==> config.mk <==
export PLATFORM = sky130hd
export DESIGN_NAME = zl_rs_encoder_framed
export DESIGN_NICKNAME = d
export VERILOG_FILES = /design/src/rtl/zl_rs_encoder_framed.sv
export SDC_FILE = /design/constraint.sdc
export NUM_CORES = 1
export LEC_CHECK = 0
export CELL_PAD_IN_SITES_DETAIL_PLACEMENT = 0
export CELL_PAD_IN_SITES_GLOBAL_PLACEMENT = 1
export CORE_UTILIZATION = 32
export CTS_CLUSTER_SIZE = 12
export DETAILED_ROUTE_END_ITERATION = 6
export PLACE_DENSITY = 0.71
export SLEW_MARGIN = 20
export SYNTH_ARGS = -nofsm -noshare
export SYNTH_HDL_FRONTEND = slang
export SYNTH_SLANG_ARGS = --single-unit
==> constraint.sdc <==
create_clock -name clk -period 1.5 [get_ports clk]
set_input_delay 0.15 -clock clk [delete_from_list [all_inputs] [get_ports clk]]
set_output_delay 0.15 -clock clk [all_outputs]
set_load 0.02 [all_outputs]
==> src/rtl/zl_rs_encoder_framed.sv <==
// zl_rs_encoder_framed: framed, shortenable systematic RS encoder that passes the message through and then appends the check symbols
module zl_rs_encoder_framed #(
  parameter int N = 255,
  parameter int K = 239,
  parameter int M = 8,
  parameter logic [M*(N-K)-1:0] G_x = '0,
  parameter int Gf_poly = 285
) (
  input  logic         clk,
  input  logic         rst_n,
  input  logic         data_in_req,
  output logic         data_in_ack,
  input  logic [M-1:0] data_in,
  input  logic         data_in_last,
  output logic         data_out_req,
  input  logic         data_out_ack,
  output logic [M-1:0] data_out,
  output logic         data_out_parity,
  output logic         data_out_last,
  output logic         len_err
);
  localparam int P = N - K;
  localparam logic [M-1:0] poly_lo = M'(Gf_poly);
  typedef enum logic {MSG, PAR} state_t;
  state_t state, next_state;
  logic [M-1:0] sym_cnt, par_cnt, fb;
  logic [P-1:0][M-1:0] r, r_nxt;
  logic in_xfer, out_xfer, sym_last, par_last, step;
  function automatic logic [M-1:0] gf_mul(input logic [M-1:0] a, input logic [M-1:0] b);
    logic [M-1:0] p, x;
    p = '0;
    x = a;
    for (int j = 0; j < M; j++) begin
      p = b[j] ? p ^ x : p;
      x = x[M-1] ? (x << 1) ^ poly_lo : x << 1;
    end
    return p;
  endfunction
  assign in_xfer = data_in_req & data_in_ack;
  assign out_xfer = data_out_req & data_out_ack;
  assign sym_last = sym_cnt == M'(K - 1);
  assign par_last = par_cnt == M'(P - 1);
  assign fb = r[P-1] ^ data_in;
  assign step = state == MSG ? in_xfer : out_xfer;
  for (genvar i = 0; i < P; i++) begin : g_r
    logic [M-1:0] prev;
    if (i == 0) begin : g_lo
      assign prev = '0;
    end else begin : g_hi
      assign prev = r[i-1];
    end
    assign r_nxt[i] = state == MSG ? prev ^ gf_mul(fb, G_x[M*(i+1)-1 -: M]) : prev;
  end
  // state register
  always_ff @(posedge clk or negedge rst_n)
    if (!rst_n) state <= MSG;
    else state <= next_state;
  // frame ends on last or on the K-th symbol; parity phase ends after P output transfers
  always_comb
    next_state = state == MSG ? ((in_xfer && (data_in_last || sym_last)) ? PAR : MSG)
                              : ((out_xfer && par_last) ? MSG : PAR);
  // message pass-through in MSG, check register head in PAR with input held off
  always_comb begin
    data_in_ack = state == MSG && data_out_ack;
    data_out_req = state == PAR || data_in_req;
    data_out = state == PAR ? r[P-1] : data_in;
    data_out_parity = state == PAR;
    data_out_last = state == PAR && par_last;
  end
  // LFSR division in MSG, plain shift-out in PAR; counters wrap at frame boundaries
  always_ff @(posedge clk or negedge rst_n)
    if (!rst_n) begin
      r <= '0;
      sym_cnt <= '0;
      par_cnt <= '0;
      len_err <= 1'b0;
    end else begin
      len_err <= state == MSG && in_xfer && sym_last && !data_in_last;
      if (step) r <= r_nxt;
      if (state == MSG && in_xfer) sym_cnt <= next_state == PAR ? '0 : sym_cnt + 1'b1;
      if (state == PAR && out_xfer) par_cnt <= par_last ? '0 : par_cnt + 1'b1;
    end
endmodule
==> run metrics, run 1 <==
largest net degree at the start of global routing 19; CTS root buf clkbuf_4; die height 57.7 microns; Post-Synth XOR/XNOR Area 0.0353; largest family of logic cells by synthesized area simple AND/OR/NAND/NOR gates; antenna violations before repair 0; clock skew 0.00275 ns; Post-Synth Adder-Cell Area 0.0378; FFs w/ async S/R, synth 1.00; run status complete, but fails checks; failing checks design-rule violations, negative setup slack; Vias/cell 5.14; drt pass-1 iters 6; RSZ-0062 raised after global routing true; peak supply drop 0.000598 V; Pleak 0.828 nW; Worst Setup Slack, final -0.407 ns; post-synthesis register bit count 18; Achievable Freq 524 MHz; TNS Setup -1.75 ns; Post-Syn Instances 98; Slew @ Worst Pin 0.261 ns; Synth Area in Compound Gates 0.161; pwr/cell area 1280 nW/um^2; area grow syn2layout 82.1%; CTS Buf Count 3; crit path from par_cnt[1]$_DFFE_PN0P_; Overall Global Routing Usage 0.171; Synth top area share 0.453; Mean Syn Cell Area 10.1 sq um; I/O pin cnt 26; setup violators final 12; routability cong. 0.819; post-synth net total 114; most common cell in the netlist dfrtp_1; synth warn 0; Hold WS 0.168 ns; Synth cell types 33; Final ANT Viol Nets 0; Clock Pin Slew Worst Setup and Hold Paths 0.11 ns; DR iter-0 viols 23; Area after DPL 1510 sq um; CTS tree done; clock buffer depth 2; core area 2850 sq um; Nets 185; Simple-Gate Fraction of Synth Area 0.263; synth top area cells dfrtp_1 45%, nor2b_1 6.3%, a31oi_1 4.4%; DR DRC count 1; sequential area share after synthesis 0.453; Routed WL per cell 14.3 microns; x dimension of the die 57.7 microns; worst r2r src par_cnt[1]$_DFFE_PN0P_; area of the mapped netlist 993 sq um; Buf/Inv on CP 1; worst path cell trace ha_2 > or4b_4 > nor3_4 > and2_2 > buf_4; full die area 3330 sq um; post-synthesis mux area share 0.0327; Yosys top cell by area dfrtp_1; slowest stage cell, crit path or4b_4; initial core utilization 0.348; # clock sinks 18; worst hold path class primary input to async pin; Critical Path AT 1.76 ns; clock insertion delay at the later pin of the skew report 0.30 ns; Finished Cell Area 1810 sq um; max cap viols 0; Final Hold Viols 0; worst-path fanout max 2; Fill cells 219; HPWL Detailed 1.88 mm; crit path kind flip-flop to primary output; EDFF count, synth 0; final worst path period share 1.27; H-tree depth 1; Rows 19; post-layout min period 1.91 ns; diode count 0; total gr overflow 0; crit path capture type primary output; first-pass GRT wire length 4.40 mm; Slew HR 0.825; fraction of layout cells with a size suffix above 1 0.548; Worst EP required 1.35 ns; startpoint types flip-flop; top_reg_cell synth dfrtp_1; final max-slew violation count 0; Top delay family on crit path simple AND/OR/NAND/NOR gates; Post-synth top cells 18 x dfrtp_1, 10 x nor2b_1, 7 x a31oi_1; slowest stage delay, CP 0.48 ns; final WL 2.85 mm; Vias 1022; PortBufs 25; vias in the first global route 994
## cells by family after synthesis
| group | Yosys count |
|---|---|
| AO/OA/AOI/OAI | 23 |
| adder cells (fa/ha/maj) | 3 |
| flip-flops | 18 |
| AND/OR/NAND/NOR | 43 |
| XOR/XNOR | 4 |
| buffers and inverters | 4 |
| multiplexers | 3 |
## worst reg2reg max path, delay by kind of cell (launching register included)
family / cells / cell delay [ns]
AND/OR/NAND/NOR: 3 / 0.66
flip-flops: 1 / 0.38
buffers and inverters: 2 / 0.25
multiplexers: 1 / 0.25
adder cells (fa/ha/maj): 1 / 0.19
## final cells by class
class | instances | area, sq um | area share
multi-input combinational | 76 | 711 | 0.393
inverter | 2 | 7.51 | 0.00415
timing repair buffer | 68 | 564 | 0.312
clock buffer | 4 | 36.3 | 0.0201
sequential | 18 | 452 | 0.250
tap | 31 | 38.8 | 0.0214
## state kept, by name (all words and copies together), names as in the netlist
register and flops:
data_out_parity 1, par_cnt 8, len_err 1, sym_cnt 8
## layer usage
layer | vias up | routed length, microns | global-route usage
met5 | - | 0 | 0
met4 | 0 | 27 | 0.0816
met3 | 2 | 115 | 0.0246
met2 | 30 | 1410 | 0.287
met1 | 487 | 1290 | 0.218
li1 | 503 | - | -
## final timing paths
kind                                          endpoint  slack [ns]  cells after the start
max in group asynchronous       sym_cnt[1]$_DFFE_PN0P_        1.11                      2
worst min-delay path            par_cnt[2]$_DFFE_PN0P_        0.17                      2
min in group clk                sym_cnt[7]$_DFFE_PN0P_        0.49                      1
worst min register to register  sym_cnt[7]$_DFFE_PN0P_        0.49                      1
worst max register to register  par_cnt[4]$_DFFE_PN0P_       -0.31                      7
worst max-delay path                     data_out_last       -0.41                      5
## power by group
| group | switching (W) | internal (W) | total, W |
|---|---|---|---|
| Combinational | 0.000592 | 0.000731 | 0.00132 |
| Sequential | 0.0000778 | 0.000599 | 0.000677 |
| Clock | 0.000161 | 0.000148 | 0.000309 |
## layout by cell type, fill, tap and decap left out, drive strengths merged
cell type,count
dfrtp,18
inv,2
or2,4
a22o,1
nor2b,10
a41oi,2
or4b,1
nand3b,1
nand2,5
buf,50
mux2i,1
o21bai,1
and4,1
a31o,2
xor2,2
a21oi,4
and2,1
nor3,3
clkbuf,4
nor2,5
ha,3
xnor2,2
a211oi,1
mux2,2
clkdlybuf4s15,4
nand3,5
o21ai,2
a21o,2
a31oi,7
and3,6
and3b,1
o31ai,1
dlygate4sd2,1
clkdlybuf4s50,13
## repair_timing
| item | CTS | global route |
|---|---|---|
| hold endpoints to repair | 0 | 0 |
| pin swaps | 11 | 14 |
| cloned | 0 | 0 |
| resized for setup | 50 | 34 |
| setup endpoints to repair | 22 | 17 |
| buffers inserted | 4 | 10 |
| hold buffers | 0 | 0 |
## through the flow
| step | instances | total power [W] | setup slack [ns] | utilization |
|---|---|---|---|---|
| after global routing | 199 | 0.00247 | -0.480 | 0.634 |
| after global placement | 183 | 0.00164 | -0.495 | 0.529 |
| after floorplan | 98 | 0.00114 | -0.112 | - |
| final | 199 | 0.00231 | -0.407 | 0.634 |
| after detailed placement | 183 | 0.00167 | -0.509 | 0.529 |
| after CTS | 191 | 0.00202 | -0.400 | 0.558 |
No activity file was read; power rests on OpenSTA's default activity.
==> run 2: changes to the inputs <==
--- a/config.mk
+++ b/config.mk
@@ -5,6 +5,7 @@
 export SDC_FILE = /design/constraint.sdc
 export NUM_CORES = 1
 export LEC_CHECK = 0
+export CAP_MARGIN = 0
 export CELL_PAD_IN_SITES_DETAIL_PLACEMENT = 0
 export CELL_PAD_IN_SITES_GLOBAL_PLACEMENT = 1
 export CORE_UTILIZATION = 32
==> results of run 2 <==
No change in the layout: final DEF, timing and power equal those of run 1.
==> run 3: changes to the inputs <==
--- a/config.mk
+++ b/config.mk
@@ -12,6 +12,7 @@
 export CTS_CLUSTER_SIZE = 12
 export DETAILED_ROUTE_END_ITERATION = 6
 export PLACE_DENSITY = 0.71
+export SETUP_SLACK_MARGIN = 0.1
 export SLEW_MARGIN = 20
 export SYNTH_ARGS = -nofsm -noshare
 export SYNTH_HDL_FRONTEND = slang
==> run metrics, run 3 (synthesized netlist as in run 1, its figures left out) <==
run status complete, but fails checks; failing checks negative setup slack; most frequent cells in the layout 31 x buf_4, 16 x dfrtp_1, 14 x buf_6; Vias/cell 5.18 (+0.82%); commonest non-fill, non-tap cell in the layout buf_4; x dimension of the die 57.7 microns (unchanged); # clock sinks 18 (unchanged); Worst EP required 1.35 ns (about the same); Pleak 0.864 nW (+4.4%); clock insertion delay at the later pin of the skew report 0.30 ns (about the same); PortBufs 25 (unchanged); die height 57.7 microns (unchanged); Pint 0.00149 W (+0.92%); post-layout min period 1.88 ns (-0.0294 ns); clock share of power 0.132 (-0.002); Overall Global Routing Usage 0.167 (-0.00433); Slew HR 0.838 (+0.0125); Buf/Inv on CP 1 (unchanged); pwr/cell area 1290 nW/um^2 (+1.3%); startpoint types flip-flop; HPWL Detailed 1.85 mm (-1.5%); final WL 2.70 mm (-5.2%); Critical Path AT 1.73 ns (-0.03 ns); H-tree depth 1 (unchanged); largest registers par_cnt: 8 flops, sym_cnt: 8 flops; slowest stage delay, CP 0.47 ns (about the same); Logic pwr share 0.575 (+0.002); worst-path fanout max 2 (unchanged); switch share 0.359 (-0.00111); clock buffer depth 2 (unchanged); diode count 0 (unchanged); Worst R2R Setup Slack -0.30 ns (about the same); Crit path depth 5 (unchanged); initial core utilization 0.348 (unchanged); I/O pin cnt 26 (unchanged); Achievable Freq 533 MHz (+1.6%); r2r worst-path depth 7 (unchanged); core area 2850 sq um (unchanged); max cap viols 0 (unchanged); r2r endpoint par_cnt[4]$_DFFE_PN0P_; Worst Setup Slack, final -0.377 ns (+0.0294 ns); CTS root buf clkbuf_4; CTS Buf Count 3 (unchanged); DR iter-0 viols 17 (-26%); slowest stage cell, crit path or4b_4; final max-slew violation count 0 (unchanged); clock skew 0.0112 ns (+0.00849 ns); dpl cells 181 (-1.1%); Fill cells 227 (+3.7%); largest net degree at the start of global routing 19 (unchanged); fraction of layout cells with a size suffix above 1 0.575 (+0.0274); Final Hold Viols 0 (unchanged); Nets 177 (-4.3%); Final ANT Viol Nets 0 (unchanged); register area 453 sq um (+0.28%); Net Switching 0.000835 W (+0.43%); routability cong. 0.845 (+3.2%); Final Util 0.631 (-0.00351); CTS tree done; Vias 989 (-3.2%); Multi-input gate area 716 sq um (+0.70%); Seq pwr share 0.293 (about the same); Slew @ Worst Pin 0.243 ns (-0.0176 ns); full die area 3330 sq um (unchanged); crit path capture type primary output; worst path cell trace ha_2 > or4b_4 > nor3_4 > and2_2 > buf_4; final cell count without fillers 191 (-4.0%); peak supply drop 0.000736 V (+23%); final worst path period share 1.25 (-0.0196); setup violators final 11 (-1); RSZ-0062 raised after global routing true; crit path from par_cnt[0]$_DFFE_PN0P_; Clock Pin Slew Worst Setup and Hold Paths 0.12 ns (about the same); Routed WL per cell 14.2 microns (-1.2%); crit path kind flip-flop to primary output; worst setup path end data_out_last; vias in the first global route 964 (-3.0%); Rows 19 (unchanged); first-pass GRT wire length 4.24 mm (-3.8%); drt pass-1 iters 4 (-2); antenna violations before repair 0 (unchanged); worst r2r src par_cnt[0]$_DFFE_PN0P_; worst hold path class primary input to async pin; total gr overflow 0 (unchanged); Top delay family on crit path simple AND/OR/NAND/NOR gates; DR DRC count 0 (-1); area grow syn2layout 81.1%
## run 3: changes by cell type in the layout (fill, tap and decap cells not counted), sizes merged
cell and delta:
clkdlybuf4s15 -4, clkbuf +1, dlygate4sd2 -1, clkdlybuf4s50 -1, dlymetal6s2s +1, buf -4
## run 3: per-stage QoR
stage / total power (W) / worst slack, ns / area (sq um) / TNS [ns] / hold slack, ns
after CTS: 0.00205 / -0.386 / 1560 / -1.15 / 0.172
after global placement: 0.00167 / -0.489 / 1510 / -1.29 / 0.463
final: 0.00233 / -0.377 / 1800 / -1.58 / 0.166
after global routing: 0.00248 / -0.480 / 1800 / -2.49 / 0.168
after floorplan: 0.00114 / -0.112 / 1000 / -0.287 / -0.146
after detailed placement: 0.00170 / -0.532 / 1510 / -1.86 / 0.479
## run 3: final cells by class
cell class                 count  share of cell area
timing repair buffer          60               0.305
tap                           31              0.0216
inverter                       2             0.00417
clock buffer                   4              0.0202
multi-input combinational     76               0.398
sequential                    18               0.252
## run 3: worst min-delay path by stage
stage / startpoint / to / slack [ns]
after floorplan: rst_n / data_out_parity$_DFF_PN0_ / -0.15
after global placement: sym_cnt[7]$_DFFE_PN0P_ / sym_cnt[7]$_DFFE_PN0P_ / 0.46
after detailed placement: sym_cnt[7]$_DFFE_PN0P_ / sym_cnt[7]$_DFFE_PN0P_ / 0.48
after CTS: rst_n / sym_cnt[4]$_DFFE_PN0P_ / 0.17
after global routing: rst_n / sym_cnt[7]$_DFFE_PN0P_ / 0.17
final: rst_n / sym_cnt[7]$_DFFE_PN0P_ / 0.17
## run 3: routing by layer
layer | global-route usage | part of all wire
met1 | 0.217 | 0.44
met2 | 0.282 | 0.50
met3 | 0.0201 | 0.048
met4 | 0.0714 | 0.015
met5 | 0 | 0
## run 3: timing repair
item                       CTS  global route
hold buffers                 0             0
setup endpoints to repair   26            22
gates resized for setup     55            56
cloned                       0             0
setup buffers                2             4
pin swaps                    5            10
## run 3: power groups by stage
| stage | clock network, W | logic, W | registers, W |
|---|---|---|---|
| after detailed placement | 0 | 0.00101 | 0.000698 |
| after global placement | 0 | 0.000983 | 0.000688 |
| after floorplan | 0 | 0.000414 | 0.000730 |
| after global routing | 0.000346 | 0.00144 | 0.000698 |
| after CTS | 0.000317 | 0.00105 | 0.000685 |
| final | 0.000307 | 0.00134 | 0.000681 |
